--- config.mk ---
export PLATFORM = sky130hd
export DESIGN_NAME = decode_stage_flat
export DESIGN_NICKNAME = d
export VERILOG_FILES = /design/src/rtl/decode_if.sv /design/src/rtl/decode_stage.sv /design/src/flat_wrapper.sv
export SDC_FILE = /design/constraint.sdc
export NUM_CORES = 1
export LEC_CHECK = 0
export BUFFER_PORTS_ARGS = -buffer_cell sky130_fd_sc_hd__buf_2
export CORE_ASPECT_RATIO = 1.25
export CORE_MARGIN = 2
export CORE_UTILIZATION = 55
export DETAILED_ROUTE_END_ITERATION = 10
export GPL_ROUTABILITY_DRIVEN = 0
export PLACE_DENSITY = 0.8
export SLEW_MARGIN = 0
export SYNTH_ARGS = -nofsm -noshare
export SYNTH_HDL_FRONTEND = slang
export SYNTH_SLANG_ARGS = --single-unit
--- constraint.sdc ---
create_clock -name clk -period 5.8 [get_ports clk]
set_clock_uncertainty 0.15 [all_clocks]
set_input_delay 0.29 -clock clk [delete_from_list [all_inputs] [get_ports clk]]
set_output_delay 0.29 -clock clk [all_outputs]
set_load 0.02 [all_outputs]
--- src/rtl/decode_if.sv ---
// decode_if: upstream/downstream handshake and decoded bundle of the decode stage
interface decode_if #(parameter int XLEN = 32);
    logic            in_valid;
    logic            in_ready;
    logic [31:0]     in_instr;
    logic [XLEN-1:0] in_pc;
    logic            flush;
    logic            out_valid;
    logic            out_ready;
    logic [XLEN-1:0] out_pc;
    logic [4:0]      rs1;
    logic [4:0]      rs2;
    logic [4:0]      rd;
    logic [XLEN-1:0] imm;
    logic [3:0]      alu_ctrl;
    logic            is_load;
    logic            is_store;
    logic            is_branch;
    logic            is_jump;
    logic            illegal;
    modport master (
        output in_valid, in_instr, in_pc, flush, out_ready,
        input  in_ready, out_valid, out_pc, rs1, rs2, rd, imm, alu_ctrl,
               is_load, is_store, is_branch, is_jump, illegal
    );
    modport slave (
        input  in_valid, in_instr, in_pc, flush, out_ready,
        output in_ready, out_valid, out_pc, rs1, rs2, rd, imm, alu_ctrl,
               is_load, is_store, is_branch, is_jump, illegal
    );
endinterface

--- src/rtl/decode_stage.sv ---
// decode_stage: RV32I decoder behind a main register plus one-entry skid buffer
module decode_stage #(
    parameter int XLEN          = 32,
    parameter bit ILLEGAL_CHECK = 1'b1
) (
    input logic     clk,
    input logic     rst,
    decode_if.slave bus
);
    localparam logic [6:0] OP_LUI   = 7'b0110111;
    localparam logic [6:0] OP_AUIPC = 7'b0010111;
    localparam logic [6:0] OP_JAL   = 7'b1101111;
    localparam logic [6:0] OP_JALR  = 7'b1100111;
    localparam logic [6:0] OP_BR    = 7'b1100011;
    localparam logic [6:0] OP_LD    = 7'b0000011;
    localparam logic [6:0] OP_ST    = 7'b0100011;
    localparam logic [6:0] OP_IMM   = 7'b0010011;
    localparam logic [6:0] OP_R     = 7'b0110011;
    localparam logic [6:0] OP_FENCE = 7'b0001111;
    localparam logic [6:0] OP_SYS   = 7'b1110011;
    typedef struct packed {
        logic [XLEN-1:0] pc;
        logic [XLEN-1:0] imm;
        logic [4:0]      rs1;
        logic [4:0]      rs2;
        logic [4:0]      rd;
        logic [3:0]      alu;
        logic            ld;
        logic            st;
        logic            br;
        logic            jmp;
        logic            ill;
    } bundle_t;
    logic [31:0] ins;
    logic [6:0]  op;
    logic [6:0]  f7;
    logic [2:0]  f3;
    logic        alt;
    logic        bad;
    logic        ill;
    logic [3:0]  alu_f3;
    logic [3:0]  alu_raw;
    logic [31:0] imm32;
    bundle_t     dec;
    bundle_t     main_q, main_d, skid_q, skid_d;
    logic        main_v_q, main_v_d, skid_v_q, skid_v_d;
    logic        acc, cons, load_main;
    assign ins = bus.in_instr;
    assign op  = ins[6:0];
    assign f3  = ins[14:12];
    assign f7  = ins[31:25];
    assign alt = f7 == 7'b0100000;
    always_comb begin
        alu_f3  = f3 == 3'd0 ? 4'd0 : f3 == 3'd1 ? 4'd5 : f3 == 3'd2 ? 4'd8 : f3 == 3'd3 ? 4'd9 :
                  f3 == 3'd4 ? 4'd2 : f3 == 3'd5 ? (alt ? 4'd7 : 4'd6) : f3 == 3'd6 ? 4'd3 : 4'd4;
        alu_raw = op == OP_R   ? ((f3 == 3'd0 && alt) ? 4'd1 : alu_f3) :
                  op == OP_IMM ? alu_f3 :
                  op == OP_BR  ? (f3[2] ? (f3[1] ? 4'd9 : 4'd8) : 4'd1) : 4'd0;
        // Opcodes with instr[1:0] != 2'b11 never match a listed group, so they fall to the last arm
        bad     = op == OP_R    ? !(f7 == 7'd0 || (alt && (f3 == 3'd0 || f3 == 3'd5))) :
                  op == OP_IMM  ? (f3 == 3'd1 && f7 != 7'd0) || (f3 == 3'd5 && f7 != 7'd0 && !alt) :
                  op == OP_LD   ? (f3 == 3'd3 || f3[2:1] == 2'b11) :
                  op == OP_ST   ? f3 > 3'd2 :
                  op == OP_BR   ? f3[2:1] == 2'b01 :
                  op == OP_JALR ? f3 != 3'd0 :
                  !(op inside {OP_LUI, OP_AUIPC, OP_JAL, OP_FENCE, OP_SYS});
        ill     = ILLEGAL_CHECK && bad;
        imm32   = (op == OP_LD || op == OP_IMM || op == OP_JALR) ? {{20{ins[31]}}, ins[31:20]} :
                  op == OP_ST ? {{20{ins[31]}}, ins[31:25], ins[11:7]} :
                  op == OP_BR ? {{20{ins[31]}}, ins[7], ins[30:25], ins[11:8], 1'b0} :
                  (op == OP_LUI || op == OP_AUIPC) ? {ins[31:12], 12'b0} :
                  op == OP_JAL ? {{12{ins[31]}}, ins[19:12], ins[20], ins[30:21], 1'b0} : 32'd0;
        dec.pc  = bus.in_pc;
        dec.imm = {{(XLEN-31){imm32[31]}}, imm32[30:0]};
        dec.rs1 = ins[19:15];
        dec.rs2 = ins[24:20];
        dec.rd  = ins[11:7];
        dec.alu = ill ? 4'd0 : alu_raw;
        dec.ld  = !ill && op == OP_LD;
        dec.st  = !ill && op == OP_ST;
        dec.br  = !ill && op == OP_BR;
        dec.jmp = !ill && (op == OP_JAL || op == OP_JALR);
        dec.ill = ill;
    end
    assign acc       = bus.in_valid && !skid_v_q;
    assign cons      = main_v_q && bus.out_ready;
    assign load_main = !main_v_q || cons;
    // Skid can only be full while main is full, so an accept never coincides with a skid-to-main move
    always_comb begin
        main_v_d = !bus.flush && (load_main ? (skid_v_q || acc) : 1'b1);
        skid_v_d = !bus.flush && !load_main && (skid_v_q || acc);
        main_d   = !load_main ? main_q : skid_v_q ? skid_q : acc ? dec : main_q;
        skid_d   = (!load_main && acc) ? dec : skid_q;
    end
    always_ff @(posedge clk or posedge rst) begin
        if (rst) begin
            main_v_q <= 1'b0;
            skid_v_q <= 1'b0;
            main_q   <= '0;
            skid_q   <= '0;
        end else begin
            main_v_q <= main_v_d;
            skid_v_q <= skid_v_d;
            main_q   <= main_d;
            skid_q   <= skid_d;
        end
    end
    assign bus.in_ready  = !skid_v_q;
    assign bus.out_valid = main_v_q;
    assign bus.out_pc    = main_q.pc;
    assign bus.imm       = main_q.imm;
    assign bus.rs1       = main_q.rs1;
    assign bus.rs2       = main_q.rs2;
    assign bus.rd        = main_q.rd;
    assign bus.alu_ctrl  = main_q.alu;
    assign bus.is_load   = main_q.ld;
    assign bus.is_store  = main_q.st;
    assign bus.is_branch = main_q.br;
    assign bus.is_jump   = main_q.jmp;
    assign bus.illegal   = main_q.ill;
endmodule

--- src/flat_wrapper.sv ---
// flat-port wrapper written by rule: the top's interface ports become plain ports
module decode_stage_flat 
#(
    parameter int XLEN          = 32,
    parameter bit ILLEGAL_CHECK = 1'b1
)
  (clk, rst, bus_in_valid, bus_in_instr, bus_in_pc, bus_flush, bus_out_ready, bus_in_ready, bus_out_valid, bus_out_pc, bus_rs1, bus_rs2, bus_rd, bus_imm, bus_alu_ctrl, bus_is_load, bus_is_store, bus_is_branch, bus_is_jump, bus_illegal);
  decode_if #(.XLEN(XLEN)) bus_i ();
  input logic clk;
  input logic rst;
  input wire logic [$bits(bus_i.in_valid)-1:0] bus_in_valid;
  input wire logic [$bits(bus_i.in_instr)-1:0] bus_in_instr;
  input wire logic [$bits(bus_i.in_pc)-1:0] bus_in_pc;
  input wire logic [$bits(bus_i.flush)-1:0] bus_flush;
  input wire logic [$bits(bus_i.out_ready)-1:0] bus_out_ready;
  output wire logic [$bits(bus_i.in_ready)-1:0] bus_in_ready;
  output wire logic [$bits(bus_i.out_valid)-1:0] bus_out_valid;
  output wire logic [$bits(bus_i.out_pc)-1:0] bus_out_pc;
  output wire logic [$bits(bus_i.rs1)-1:0] bus_rs1;
  output wire logic [$bits(bus_i.rs2)-1:0] bus_rs2;
  output wire logic [$bits(bus_i.rd)-1:0] bus_rd;
  output wire logic [$bits(bus_i.imm)-1:0] bus_imm;
  output wire logic [$bits(bus_i.alu_ctrl)-1:0] bus_alu_ctrl;
  output wire logic [$bits(bus_i.is_load)-1:0] bus_is_load;
  output wire logic [$bits(bus_i.is_store)-1:0] bus_is_store;
  output wire logic [$bits(bus_i.is_branch)-1:0] bus_is_branch;
  output wire logic [$bits(bus_i.is_jump)-1:0] bus_is_jump;
  output wire logic [$bits(bus_i.illegal)-1:0] bus_illegal;
  assign bus_i.in_valid = bus_in_valid;
  assign bus_i.in_instr = bus_in_instr;
  assign bus_i.in_pc = bus_in_pc;
  assign bus_i.flush = bus_flush;
  assign bus_i.out_ready = bus_out_ready;
  assign bus_in_ready = bus_i.in_ready;
  assign bus_out_valid = bus_i.out_valid;
  assign bus_out_pc = bus_i.out_pc;
  assign bus_rs1 = bus_i.rs1;
  assign bus_rs2 = bus_i.rs2;
  assign bus_rd = bus_i.rd;
  assign bus_imm = bus_i.imm;
  assign bus_alu_ctrl = bus_i.alu_ctrl;
  assign bus_is_load = bus_i.is_load;
  assign bus_is_store = bus_i.is_store;
  assign bus_is_branch = bus_i.is_branch;
  assign bus_is_jump = bus_i.is_jump;
  assign bus_illegal = bus_i.illegal;
  decode_stage #(.XLEN(XLEN), .ILLEGAL_CHECK(ILLEGAL_CHECK)) u_core (.clk(clk), .rst(rst), .bus(bus_i));
endmodule
==> impl_metrics.yaml <==
floorplanning:
  die_width_um: 112
  core_mm2: 0.0143
  rows: 49
  design.die.area_mm2: 0.0155
  ios: 159
  fp.dieH_um: 139
  start_util: 0.559
pwr:
  p_comb_frac: 0.152
  p_per_area_mw_per_mm2: 319
  power.internal_mw: 2.28
  p_seq_frac: 0.468
  p_leak_nw: 4.67
  peakVddDrop_mv: 0.185
  power_switching_mw: 0.884
  swShare: 0.279
  clkPwrFrac: 0.380
synth:
  synth_warnings: 0
  syn_nets: 931
  synth-async-reset-ratio: 1.00
  syn-cell-area_mm2: 0.00798
  yosysTopAreaCellShare: 0.558
  yosysSeqAreaShare: 0.558
  ys_ff_latch: 178
  synth_top_flop_cell: "dfrtp_1"
  ys_types: 52
  synth_edf_count: 0
  yosysMostFrequentCell: "nand2_1"
  synth_top_cell_by_area: "dfrtp_1"
  yosys-top-cells-area: "dfrtp_1, nand2_1, o21ai_0, mux2i_1, clkbuf_1"
  synth_top_cells_by_count: "nand2_1, dfrtp_1, o21ai_0"
  synthCells: 862
  synth.avg_cell_area_um2: 9.26
cells_and_area:
  area_growth_pct: 24.6
  multi_input_area_mm2: 0.00330
  drive_above_1_share: 0.205
  diodes: 0
  nets: 1101
  regArea_mm2: 0.00446
  n_fill_cell: 1103
  final_area_mm2: 0.00994
  final_cell_count_no_fill: 1223
sta:
  setup_viol_count_final: 0
  rsz0062_at_grt: "no"
  finalWorstSetupSlack_ps: 2840
  finalHoldViolations: 0
  whs_ps: 20.1
  worst_slew_pin_slew_ps: 1280
  period_needed_ps: 2960
  drv_slew: 0
  setup_tns_ps: 0
  slew_headroom: 0.140
  fmax_mhz: 337
  finalCritPeriodShare: 0.511
placement:
  portBuffers: 158
  dpl_worst_slack_ps: 2820
  dp_hpwl_um: 13000
  post_dp_cell_area_mm2: 0.00886
  post-place-cells: 1145
status:
  status: "finished, final reports clean"
critical_path:
  required_ps: 5890
  r2r_setup_slack_ps: 2840
  path_max_fanout: 65
  cp-end-kind: "flip-flop"
  reg2reg_from: "u_core.skid_v_q"
  reg2reg_to: "u_core.skid_q[36]"
  reg2reg_depth: 3
  cp.arrival_ps: 3060
  path_class: "reg -> reg"
  cp-start-kind: "flip-flop"
routing:
  via_per_inst: 5.60
  postRouteAntennaNets: 0
  vias: 6847
  drtIter0Drc: 490
  drc_errors: 0
  wl_um: 20700
  wl_per_cell_um: 16.9
  dr.pass1.iters: 5
global_route:
  track_usage: 0.270
  grt_overflow: 0
  grt_max_degree: 85
  grt_pass1_vias: 6693
  antenna_found_initial: 0
  grt_pass1_wl_um: 33600
cts:
  htreeDepth: 4
  path_clk_slew_ps: 60
  cts_tree: "built"
  postCtsSetupBuffers: 0
  cts_buffer_depth: 2
  numClockSinks: 178
  insertion_delay_ps: 430
  cts-root-buf: "clkbuf_16"
  numCtsBuffers: 17
min_path:
  holdPathEnd: "u_core.skid_q[16]"
  hold_depth: 3
  hold_class: "in -> reg"
  hold_start: "bus_in_instr[22]"
job:
  maxCapViolations: 0
power by group through the flow:
stage	registers [mW]	clock network [mW]	logic (mW)
2_1_floorplan	1.56	0	0.216
3_3_place_gp	1.49	0	0.443
3_5_place_dp	1.50	0	0.457
4_1_cts	1.48	1.22	0.482
5_1_grt	1.50	1.27	0.538
6_report	1.48	1.20	0.483
timing repair:
item                                   4_1_cts  5_1_grt
hold buffers                                46        0
setup endpoints to repair                    0        0
endpoints found under the hold margin       65        0
gates resized for setup                      0        0
worst max-delay path, stage by stage, from the launching register on:
cell,delay (ps)
dfrtp_4,700
inv_1,600
and3_2,1110
a31oi_1,190
stage by stage:
| stage | utilization | power, mW |
|---|---|---|
| final | 0.696 | 3.17 |
| after CTS | 0.696 | 3.18 |
| after global routing | 0.696 | 3.30 |
| after global placement | 0.620 | 1.93 |
| after floorplan | - | 1.78 |
| after detailed placement | 0.620 | 1.96 |
routing by layer:
layer  global-route usage  wire, um  vias to the layer above
met5                    0         0                        -
met4                0.109       572                        0
met3               0.0546      1040                       42
met2                0.467     10800                      232
met1                0.333      8230                     3290
li1                     -         -                     3283
worst max path at each step:
stage | depth (start not counted) | slack [ps] | endpoint | start
floorplan | 1 | 530 | u_core.bus.alu_ctrl[0] | rst
global placement | 3 | 2870 | u_core.skid_q[41] | u_core.skid_v_q
detailed placement | 3 | 2820 | u_core.skid_q[39] | u_core.skid_v_q
CTS | 3 | 2820 | u_core.skid_q[36] | u_core.skid_v_q
global route | 3 | 2550 | u_core.skid_q[36] | u_core.skid_v_q
finish | 3 | 2840 | u_core.skid_q[36] | u_core.skid_v_q
area by class of cell:
class,count,share of cell area
sequential,178,0.448
multi-input combinational,617,0.332
timing repair buffer,211,0.131
clock buffer,21,0.0473
tap,178,0.0224
clock inverter,11,0.0154
inverter,7,0.00315
cell usage in the layout (no fill, tap or decap), types with 5 or more instances in the layout:
cell,count
a211oi_1,21
a21oi_1,30
a31oi_1,9
and3_1,8
buf_2,158
buf_4,7
clkbuf_16,17
dfrtp_1,177
dlygate4sd3_1,46
inv_1,6
mux2i_1,52
nand2_1,266
nand3_1,5
nor2_1,30
nor3_1,17
o211ai_1,7
o21a_1,8
o21ai_0,108
o31ai_1,6
cell families (layout without fill, tap and decap cells):
group | count (synthesis) | after routing | synth area share
mux | 53 | 53 | 0.0666
buf+inv | 67 | 250 | 0.0320
xor+xnor | 1 | 1 | 0.00110
simple gates | 351 | 351 | 0.181
flops | 178 | 178 | 0.558
compound gates | 212 | 212 | 0.161
sequential cells by signal, indices dropped and copies added, names as in the netlist:
| register | flops |
|---|---|
| u_core.bus.rs2 | 5 |
| u_core.bus.imm | 32 |
| u_core.bus.is_branch | 1 |
| u_core.skid_v_q | 1 |
| u_core.bus.is_load | 1 |
| u_core.bus.out_valid | 1 |
| u_core.bus.alu_ctrl | 4 |
| u_core.bus.rd | 5 |
| u_core.bus.is_jump | 1 |
| u_core.skid_q | 88 |
| u_core.bus.illegal | 1 |
| u_core.bus.rs1 | 5 |
| u_core.bus.out_pc | 32 |
| u_core.bus.is_store | 1 |
(Power assumes the default switching activity.)
